$ cat src/rtl/lif_pkg.sv
// Shared types, default parameters and arithmetic helpers for the LIF neuron.
package lif_pkg;

  typedef enum logic {
    INTEGRATE = 1'b0,
    REFRACT   = 1'b1
  } lif_state_e;

  localparam int DEF_WIDTH          = 8;
  localparam int DEF_THRESHOLD      = 200;
  localparam int DEF_LEAK_SHIFT     = 3;
  localparam int DEF_REFRACT_CYCLES = 4;
  localparam int DEF_REST           = 0;
  localparam int DEF_CNT_WIDTH      = 16;

  // Unsigned add that clamps to max_val instead of wrapping.
  // The 33-bit intermediate keeps the carry, so operands up to 32 bits are safe.
  function automatic logic [31:0] sat_add(input logic [31:0] a,
                                          input logic [31:0] b,
                                          input logic [31:0] max_val);
    logic [32:0] sum;
    sum = {1'b0, a} + {1'b0, b};
    if (sum > {1'b0, max_val}) return max_val;
    return sum[31:0];
  endfunction

endpackage

$ cat src/rtl/lif_membrane_update.sv
// Combinational membrane update: leak, integrate, saturate, threshold compare.
module lif_membrane_update
  import lif_pkg::*;
#(
  parameter int WIDTH      = DEF_WIDTH,
  parameter int THRESHOLD  = DEF_THRESHOLD,
  parameter int LEAK_SHIFT = DEF_LEAK_SHIFT
) (
  input  logic [WIDTH-1:0] membrane,
  input  logic [WIDTH-1:0] current_in,
  output logic [WIDTH-1:0] v_next,
  output logic             fire
);

  localparam logic [WIDTH-1:0] MAX_V = '1;
  localparam logic [WIDTH-1:0] THR_V = WIDTH'(THRESHOLD);

  logic [WIDTH-1:0] leak_raw;
  logic [WIDTH-1:0] leak;
  logic [WIDTH-1:0] decayed;

  // Leak has a floor of 1 for any non-zero membrane so small values decay to 0;
  // the sum is clamped before the compare so a threshold at full scale is reachable.
  always_comb begin
    leak_raw = membrane >> LEAK_SHIFT;
    leak     = leak_raw;
    if (membrane != '0 && leak_raw == '0) leak = WIDTH'(1);
    decayed  = membrane - leak;
    v_next   = WIDTH'(sat_add(32'(decayed), 32'(current_in), 32'(MAX_V)));
    fire     = (v_next >= THR_V);
  end

endmodule

$ cat src/rtl/lif_neuron.sv
// Leaky integrate-and-fire neuron with refractory period and spike counter.
//
// state     | meaning
// ----------+-----------------------------------------------------------
// INTEGRATE | accumulating current_in into membrane, firing on threshold
// REFRACT   | membrane held at REST, input ignored, counting down
module lif_neuron
  import lif_pkg::*;
#(
  parameter int WIDTH          = DEF_WIDTH,
  parameter int THRESHOLD      = DEF_THRESHOLD,
  parameter int LEAK_SHIFT     = DEF_LEAK_SHIFT,
  parameter int REFRACT_CYCLES = DEF_REFRACT_CYCLES,
  parameter int REST           = DEF_REST,
  parameter int CNT_WIDTH      = DEF_CNT_WIDTH
) (
  input  logic                 clk,
  input  logic                 reset,
  input  logic                 en,
  input  logic [WIDTH-1:0]     current_in,
  output logic                 spike,
  output logic [WIDTH-1:0]     membrane,
  output logic                 refractory,
  output logic [CNT_WIDTH-1:0] spike_count
);

  localparam int RC_W = (REFRACT_CYCLES > 0) ? $clog2(REFRACT_CYCLES + 1) : 1;
  localparam logic [RC_W-1:0]  RC_LOAD = RC_W'(REFRACT_CYCLES);
  localparam logic [WIDTH-1:0] REST_V  = WIDTH'(REST);

  lif_state_e           state_q, state_d;
  logic [RC_W-1:0]      rc_q, rc_d;
  logic [WIDTH-1:0]     mem_d;
  logic                 spike_d;
  logic [CNT_WIDTH-1:0] cnt_d;
  logic [WIDTH-1:0]     v_next;
  logic                 fire;

  lif_membrane_update #(
    .WIDTH      (WIDTH),
    .THRESHOLD  (THRESHOLD),
    .LEAK_SHIFT (LEAK_SHIFT)
  ) u_update (
    .membrane   (membrane),
    .current_in (current_in),
    .v_next     (v_next),
    .fire       (fire)
  );

  assign refractory = (state_q == REFRACT);

  // State, counters, membrane and spike registers.
  always_ff @(posedge clk or posedge reset) begin
    if (reset) begin
      state_q     <= INTEGRATE;
      rc_q        <= '0;
      membrane    <= REST_V;
      spike       <= 1'b0;
      spike_count <= '0;
    end else begin
      state_q     <= state_d;
      rc_q        <= rc_d;
      membrane    <= mem_d;
      spike       <= spike_d;
      spike_count <= cnt_d;
    end
  end

  // Next-state logic; spike defaults low so it never stretches across a stall.
  always_comb begin
    state_d = state_q;
    rc_d    = rc_q;
    mem_d   = membrane;
    spike_d = 1'b0;
    cnt_d   = spike_count;
    if (en) begin
      unique case (state_q)
        INTEGRATE: begin
          if (fire) begin
            spike_d = 1'b1;
            mem_d   = REST_V;
            cnt_d   = spike_count + 1'b1;
            if (REFRACT_CYCLES > 0) begin
              state_d = REFRACT;
              rc_d    = RC_LOAD;
            end
          end else begin
            mem_d = v_next;
          end
        end
        REFRACT: begin
          mem_d = REST_V;
          rc_d  = rc_q - 1'b1;
          // <= rather than == so a corrupted zero count cannot lock the neuron
          if (rc_q <= RC_W'(1)) state_d = INTEGRATE;
        end
        default: state_d = INTEGRATE;
      endcase
    end
  end

endmodule

$ cat config.mk
export PLATFORM = sky130hd
export DESIGN_NAME = lif_neuron
export DESIGN_NICKNAME = d
export VERILOG_FILES = /design/src/rtl/lif_pkg.sv /design/src/rtl/lif_membrane_update.sv /design/src/rtl/lif_neuron.sv
export SDC_FILE = /design/constraint.sdc
export NUM_CORES = 1
export LEC_CHECK = 0
export CAP_MARGIN = 20
export CORE_MARGIN = 5
export CORE_UTILIZATION = 56
export CTS_CLUSTER_DIAMETER = 200
export CTS_CLUSTER_SIZE = 12
export DETAILED_ROUTE_END_ITERATION = 16
export PLACE_DENSITY = 0.86
export SETUP_SLACK_MARGIN = 0.5
export SLEW_MARGIN = 30
export SYNTH_ARGS = -nofsm -noshare
export SYNTH_HDL_FRONTEND = slang
export SYNTH_HIERARCHICAL = 1
export SYNTH_SLANG_ARGS = --single-unit
$ cat constraint.sdc
create_clock -name clk -period 6.7 [get_ports clk]
set_clock_uncertainty 0.05 [all_clocks]
set_input_delay 1.34 -clock clk [delete_from_list [all_inputs] [get_ports clk]]
set_output_delay 1.34 -clock clk [all_outputs]
set_load 0.01 [all_outputs]
==> results of run 1 <==
==> through the flow <==
| step | std cells | hold WS (ns) | util (%) | worst slack [ns] |
|---|---|---|---|---|
| after global routing | 298 | 0.4640 | 71.32 | 1.354 |
| after detailed placement | 290 | 0.4269 | 69.80 | 1.861 |
| after global placement | 290 | 0.4145 | 69.80 | 2.037 |
| after CTS | 298 | 0.4422 | 71.32 | 1.845 |
| final | 298 | 0.4365 | 71.32 | 1.764 |
| after floorplan | 215 | 0.3998 | - | 2.378 |
==> routing by layer <==
layer  wire [um]  track usage [%]  up-vias  share of wire [%]
met5           0                0        -                  0
met4         131            9.149        0                3.1
met2        2000            30.19       50                 47
met3         192            3.478       13                4.6
li1            -                -      820                  -
met1        1892            23.29      817                 45
==> cells by family after synthesis <==
| group | count (synthesis) | synth area share, % |
|---|---|---|
| xor+xnor | 23 | 10.08 |
| mux | 2 | 1.064 |
| simple gates | 71 | 19.16 |
| buf+inv | 30 | 6.825 |
| compound gates | 42 | 14.53 |
| flops | 29 | 36.32 |
| fa+ha+maj | 18 | 12.02 |
==> layout by cell type, fill, tap and decap left out, drive strengths merged, types with 3 or more instances in the layout <==
cell type      count
a211oi             3
a21o               3
a21oi              6
clkbuf             6
clkdlybuf4s50     36
dfrtp             29
ha                16
inv               23
nand2             16
nand3             16
nand4              6
nor2               9
nor2b              4
nor3               6
o21ai             17
xnor2             17
xor2               6
==> Yosys cell counts, types with 2 or more instances <==
cell type / n / area (um2)
fa_1: 2 / 40.04
nor4_1: 2 / 12.51
o211a_1: 2 / 20.02
xnor2_1: 17 / 148.9
clkbuf_1: 2 / 7.510
o21ai_0: 16 / 80.08
nor2_1: 9 / 33.78
a211oi_2: 2 / 25.02
xor2_1: 6 / 52.55
nand2_1: 16 / 60.06
nor2b_1: 3 / 18.77
nor3_1: 5 / 25.02
and2_1: 2 / 12.51
nand2b_1: 2 / 12.51
o21a_1: 2 / 15.01
inv_1: 23 / 86.33
a21oi_1: 6 / 30.03
nand3_1: 16 / 80.08
nand4_1: 6 / 37.54
buf_4: 2 / 15.01
and3_1: 2 / 12.51
buf_6: 2 / 22.52
or3_1: 2 / 12.51
a21o_1: 3 / 22.52
ha_1: 16 / 200.2
dfrtp_1: 29 / 725.7
==> worst max-delay path: stages, from the launching register on <==
cell and delay, ns:
dfrtp_1 0.42, inv_1 0.17, nand4_1 0.10, o21bai_1 0.18, ha_1 0.21, inv_1 0.06, fa_1 0.40, a21o_1 0.20
a21o_1 0.21, a211oi_1 0.31, xnor2_1 0.17, ha_1 0.34, a21oi_1 0.17, o21ai_1 0.10, a41oi_2 0.19, xnor2_1 0.10
o31ai_1 0.44, and3b_1 0.37, and3_1 0.33, nand4_1 0.15, xnor2_1 0.15
==> final cells by class <==
class | count | share of cell area (%)
clock buffers | 6 | 1.708
clock inverters | 2 | 0.4141
inverters | 23 | 3.571
well taps | 46 | 2.381
repair buffers | 36 | 14.91
flip-flops and latches | 29 | 30.02
multi-input cells | 156 | 47.00
==> where the power goes <==
group | internal (mW) | switching (mW)
Clock | 0.0398 | 0.0604
Sequential | 0.209 | 0.0370
Combinational | 0.332 | 0.398
Total | 0.581 | 0.496
==> path summary, 6_finish.rpt <==
kind	cells past startpoint	to	start	slack, ns
min	1	spike_count[15]	spike_count[15]	0.44
max reg2reg	20	spike_count[7]	membrane[5]	1.76
min in group asynchronous	2	membrane[4]	reset	1.33
max	20	spike_count[7]	membrane[5]	1.76
min reg2reg	1	spike_count[15]	spike_count[15]	0.44
max in group asynchronous	2	spike	reset	4.88
==> registers in the layout, indices dropped and copies added (netlist names) <==
name	cells
membrane	8
rc_q	3
refractory	1
spike	1
spike_count	16
==> impl_results.md, run 1 <==
* Layout cells sized above 1 at 6.746%
* Register area share after synthesis at 36.32%
* # DRC at 0
* Setup violators final at 0
* Post-synth EDFFs at 0
* Main synth FF type: dfrtp_1
* Core area at 3390 um2
* Vias in the first global route at 1,699
* Worst VDD drop at 0.3711 mV
* #FFs+latches synth at 29
* Clock buffer depth at 2
* Outcome: finished clean
* Clk_lat worst skew at 0.33 ns
* Largest net degree at the start of global routing at 30
* Die width at 69.74 um
* CP Max Fanout at 8
* Placed Area at 2366 um2
* Clk sinks at 29
* Slew Limit Headroom at 55.58%
* DR iter-0 viols at 89
* PortBufs at 36
* # Post-CTS Setup Buffers at 0
* Reg area at 725.7 um2
* Worst setup SP type: register
* Final min period at 4.936 ns
* Vias at 1,700
* Initial antenna violation count at 0
* Remaining global-route overflow at 0
* Pwr/cell area at 445.3 nW/um2
* Drt via density at 5.705
* Post-Route WL at 4216 um
* Synth Net Count at 244
* Max-cap viol count at 0
* Fill cells at 258
* PostCTS Resize Cnt at 0
* Mapped Area at 1998 um2
* Worst-margin pin slew at 0.6642 ns
* N_diodes at 0
* Wire length per cell at 14.15 um
* Initial Util at 58.95%
* Tightest Hold Check Type: reg -> reg
* Synth Instances at 215
* CTS tree: yes
* # nets final at 280
* Detail Route Antenna Nets at 0
* Hold-fix buffer count after cts at 0
* Die H at 69.74 um
* Reg clk slew, reported paths at 0.10 ns
* Num CTS Buffers at 5
* Max Freq at 202.6 MHz
* Warnings from Yosys at 6
* DRT Pass-1 Iters at 4
* Tcrit/Tclk final at 73.68%
* Avg Inst Size Synth at 9.294 um2
* LEAKAGE at 1.056 nW
* FP Rows at 21
* Async set or reset register ratio after synthesis at 100.0%
* Clk root buf: clkbuf_4
* Multi-input logic area at 1136 um2
* Area growth, synth to finish at 20.98%
* Hold Fails Final Rpt at 0
* Fin. max-slew vios at 0
* Total GRT Usage at 18.46%
* Die Area at 4863 um2
* Maximum level of the CTS H-tree at 2
* WP data arrival at 5.11 ns
* Tot Pwr at 1.077 mW
* RePlAce Congestion at 0.8874
* Final instance area at 2417 um2
* CP Capture Type: register
* First-pass GRT wire length at 7389 um
* Critical path data required time at 6.88 ns
* Top Ports at 37
* Total negative slack at 0 ns
* Dpl hpwl at 3285 um
* Yosys cell types at 46
* Type of the worst setup path: reg -> reg
* RSZ-0062 raised after global routing: no
No activity file was read; power rests on OpenSTA's default activity.
==> inputs of run 2 (changes only) <==
--- a/config.mk
+++ b/config.mk
@@ -7,11 +7,11 @@
 export LEC_CHECK = 0
 export CAP_MARGIN = 20
 export CORE_MARGIN = 5
-export CORE_UTILIZATION = 56
+export CORE_UTILIZATION = 52
 export CTS_CLUSTER_DIAMETER = 200
 export CTS_CLUSTER_SIZE = 12
 export DETAILED_ROUTE_END_ITERATION = 16
-export PLACE_DENSITY = 0.86
+export PLACE_DENSITY = 0.81
 export SETUP_SLACK_MARGIN = 0.5
 export SLEW_MARGIN = 30
 export SYNTH_ARGS = -nofsm -noshare
==> constraint.sdc (replaced) <==
create_clock -name clk -period 4.95 [get_ports clk]
set_clock_uncertainty 0.05 [all_clocks]
set_input_delay 0.99 -clock clk [delete_from_list [all_inputs] [get_ports clk]]
set_output_delay 0.99 -clock clk [all_outputs]
set_load 0.01 [all_outputs]
==> run 2 against run 1 <==
Effect of this change:
- setup slack worse by 1.2 ns
- sequential cell count unchanged
- first-iteration DRC count up 6.7%
- non-clock buffer count up 18
- wire length up 8.5%
- register-to-register slack worse by 1.2 ns
- fmax up 14%
- global-route usage down 0.93 points
- combinational power up 67%
- design area up 12%
- sequential power up 37%
- largest cell class unchanged
==> impl_results.md, run 2 (synthesized netlist as in run 1, its figures left out) <==
* Final min period at 4.346 ns (-0.5905 ns)
* Post-Route WL at 4574 um (+8.5%)
* Setup violators final at 0 (unchanged)
* Clock buffer depth at 2 (unchanged)
* Initial antenna violation count at 0 (unchanged)
* Hold-fix buffer count after cts at 0 (unchanged)
* Die H at 71.99 um (+3.2%)
* Worst stage delay on the critical path at 0.42 ns (-0.02 ns)
* Fin. max-slew vios at 0 (unchanged)
* Hold Fails Final Rpt at 0 (unchanged)
* Die width at 71.99 um (+3.2%)
* RSZ-0062 raised after global routing: no
* FP Rows at 22 (+4.8%)
* Number of buffers and inverters on the critical path at 2 (unchanged)
* Worst R2R Setup Slack at 0.60 ns (-1.16 ns)
* Clk_lat worst skew at 0.29 ns (-0.04 ns)
* Tightest Hold Check Type: reg -> reg
* Largest net degree at the start of global routing at 30 (unchanged)
* CP cell instances: inv_2 -> nand4_1 -> o21bai_1 -> ha_2 -> inv_1 -> fa_2 -> a21o_1 -> a21o_1 -> a211oi_2 -> xnor2_1 -> ha_2 -> a21oi_2 -> o21ai_1 -> a41oi_2 -> xnor2_2 -> o31ai_2 -> and3b_2 -> and3_4 -> nand4_1 -> xnor2_1
* PortBufs at 36 (unchanged)
* Maximum level of the CTS H-tree at 2 (unchanged)
* Fill cells at 281 (+8.9%)
* FF-to-FF Start: membrane[6]
* Hold Path End: spike_count[15]
* Util after Layout at 73.10% (+1.8 points)
* Max reg flops at 16 (unchanged)
* Outcome: finished clean
* Multi-input logic area at 1190 um2 (+4.7%)
* Initial Util at 54.17% (-4.8 points)
* Core area at 3689 um2 (+8.8%)
* FF-to-FF path depth at 20 (unchanged)
* Biggest regs: spike_count (16), membrane (8), rc_q (3)
* Vias in the first global route at 1,635 (-3.8%)
* DR iter-0 viols at 95 (+6.7%)
* Most common cell after layout, fill and taps aside: clkdlybuf4s50_1
* Dpl hpwl at 3190 um (-2.9%)
* Slowest-stage cell, CP: dfrtp_1
* Hold slack at 0.4165 ns (-0.02001 ns)
* Reg clk slew, reported paths at 0.07 ns (-0.03 ns)
* Total GRT Usage at 17.54% (-0.93 points)
* Post-Layout Cell Count at 318 (+6.7%)
* Remaining global-route overflow at 0 (unchanged)
* DRT Pass-1 Iters at 5 (+1)
* Tcrit/Tclk final at 87.80% (+14 points)
* Worst-margin pin slew at 0.6770 ns (+0.01281 ns)
* # nets final at 298 (+6.4%)
* CTS tree: yes
* Worst VDD drop at 0.5006 mV (+35%)
* Placed cell count at 293 (+1.0%)
* CP Max Fanout at 7 (-1)
* # DRC at 0 (unchanged)
* Pwr/cell area at 687.2 nW/um2 (+54%)
* Wire length per cell at 14.38 um (+1.7%)
* Reg area at 728.2 um2 (+0.34%)
* First-pass GRT wire length at 7217 um (-2.3%)
* Worst hold stages at 1 (unchanged)
* LEAKAGE at 1.179 nW (+12%)
* Area growth, synth to finish at 34.94%
* N_diodes at 0 (unchanged)
* Die Area at 5183 um2 (+6.6%)
* Hold_sp: spike_count[15]
* Layout cells sized above 1 at 20.37% (+14 points)
* RePlAce Congestion at 0.8152 (-8.1%)
* CP top delay family: compound AO/OA/AOI/OAI gates
* WP data arrival at 4.48 ns (-0.63 ns)
* Clk sinks at 29 (unchanged)
* Slew Limit Headroom at 54.73% (-0.86 points)
* Clk root buf: clkbuf_8
* CP Launch Point: membrane[6]
* Drt via density at 5.434 (-4.7%)
* Setup WS post-layout at 0.6041 ns (-1.159 ns)
* Max-cap viol count at 0 (unchanged)
* Critical path data required time at 5.08 ns (-1.80 ns)
* Num CTS Buffers at 5 (unchanged)
* Top Ports at 37 (unchanged)
* Most frequent cells in the layout: 36 x clkdlybuf4s50_1, 27 x dfrtp_1, 18 x inv_1, 18 x buf_4, 16 x xnor2_1
* Largest reg by FF count: spike_count
* Worst setup SP type: register
* Type of the worst setup path: reg -> reg
* Vias at 1,728 (+1.6%)
* Total negative slack at 0 ns (unchanged)
* CP Capture Type: register
* Pre-CTS WS at 0.05781 ns (-1.803 ns)
* Max Freq at 230.1 MHz (+14%)
* Detail Route Antenna Nets at 0 (unchanged)
* Crit Reg-Reg Endpoint: spike_count[7]
* CP Depth at 20 (unchanged)
run 2: cell count changes in the layout (fill, tap and decap cells not counted), moves of 3 or more:
| cell | delta |
|---|---|
| clkbuf_4 | -5 |
| clkbuf_8 | +5 |
| inv_2 | +3 |
| ha_2 | +3 |
| inv_1 | -4 |
| buf_4 | +18 |
| ha_1 | -3 |
run 2: per-layer routing:
metal  part of all wire, %  track usage (%)  wire, um
met1                    43            22.14      1989
met4                   1.5            6.472        70
met3                   4.9            4.294       223
met2                    50            29.08      2290
met5                     0                0         0
run 2: power by group:
part,internal (mW),switching (mW),total (mW),leakage (nW)
logic,0.602,0.619,1.22,0.727
registers,0.284,0.0546,0.338,0.383
clock network,0.200,0.0935,0.293,0.0681
total,1.09,0.767,1.85,1.18
run 2: what timing repair did:
action                     CTS  global route
resized for setup            5            20
setup endpoints to repair   22            27
setup buffers                2            15
pin swaps                    1            14
run 2: how the worst max path moves through the flow:
stage	endpoint	slack (ns)
global route	spike_count[11]	0.38
detailed placement	spike_count[7]	0.06
global placement	spike_count[7]	0.23
CTS	spike_count[6]	0.52
floorplan	spike_count[7]	0.63
finish	spike_count[7]	0.60
run 2: area by class of cell:
cell class              count  share of cell area (%)
clock inverters             3                   2.413
clock buffers               5                   2.552
well taps                  48                   2.227
inverters                  23                   3.295
flip-flops and latches     29                   27.01
repair buffers             54                   18.38
multi-input cells         156                   44.13
run 2: stage by stage:
step,instance area (um2),power (mW)
2_1_floorplan,1998,1.110
3_3_place_gp,2376,1.301
3_5_place_dp,2376,1.329
4_1_cts,2540,1.690
5_1_grt,2696,1.991
6_report,2696,1.853
run 2: worst register-to-register path, stage by stage (launching register included):
cell and delay, ns:
dfrtp_1 0.42, inv_2 0.09, nand4_1 0.11, o21bai_1 0.15, ha_2 0.20, inv_1 0.06
fa_2 0.37, a21o_1 0.19, a21o_1 0.19, a211oi_2 0.22, xnor2_1 0.18, ha_2 0.36
a21oi_2 0.14, o21ai_1 0.08, a41oi_2 0.22, xnor2_2 0.11, o31ai_2 0.32, and3b_2 0.28
and3_4 0.24, nand4_1 0.12, xnor2_1 0.15
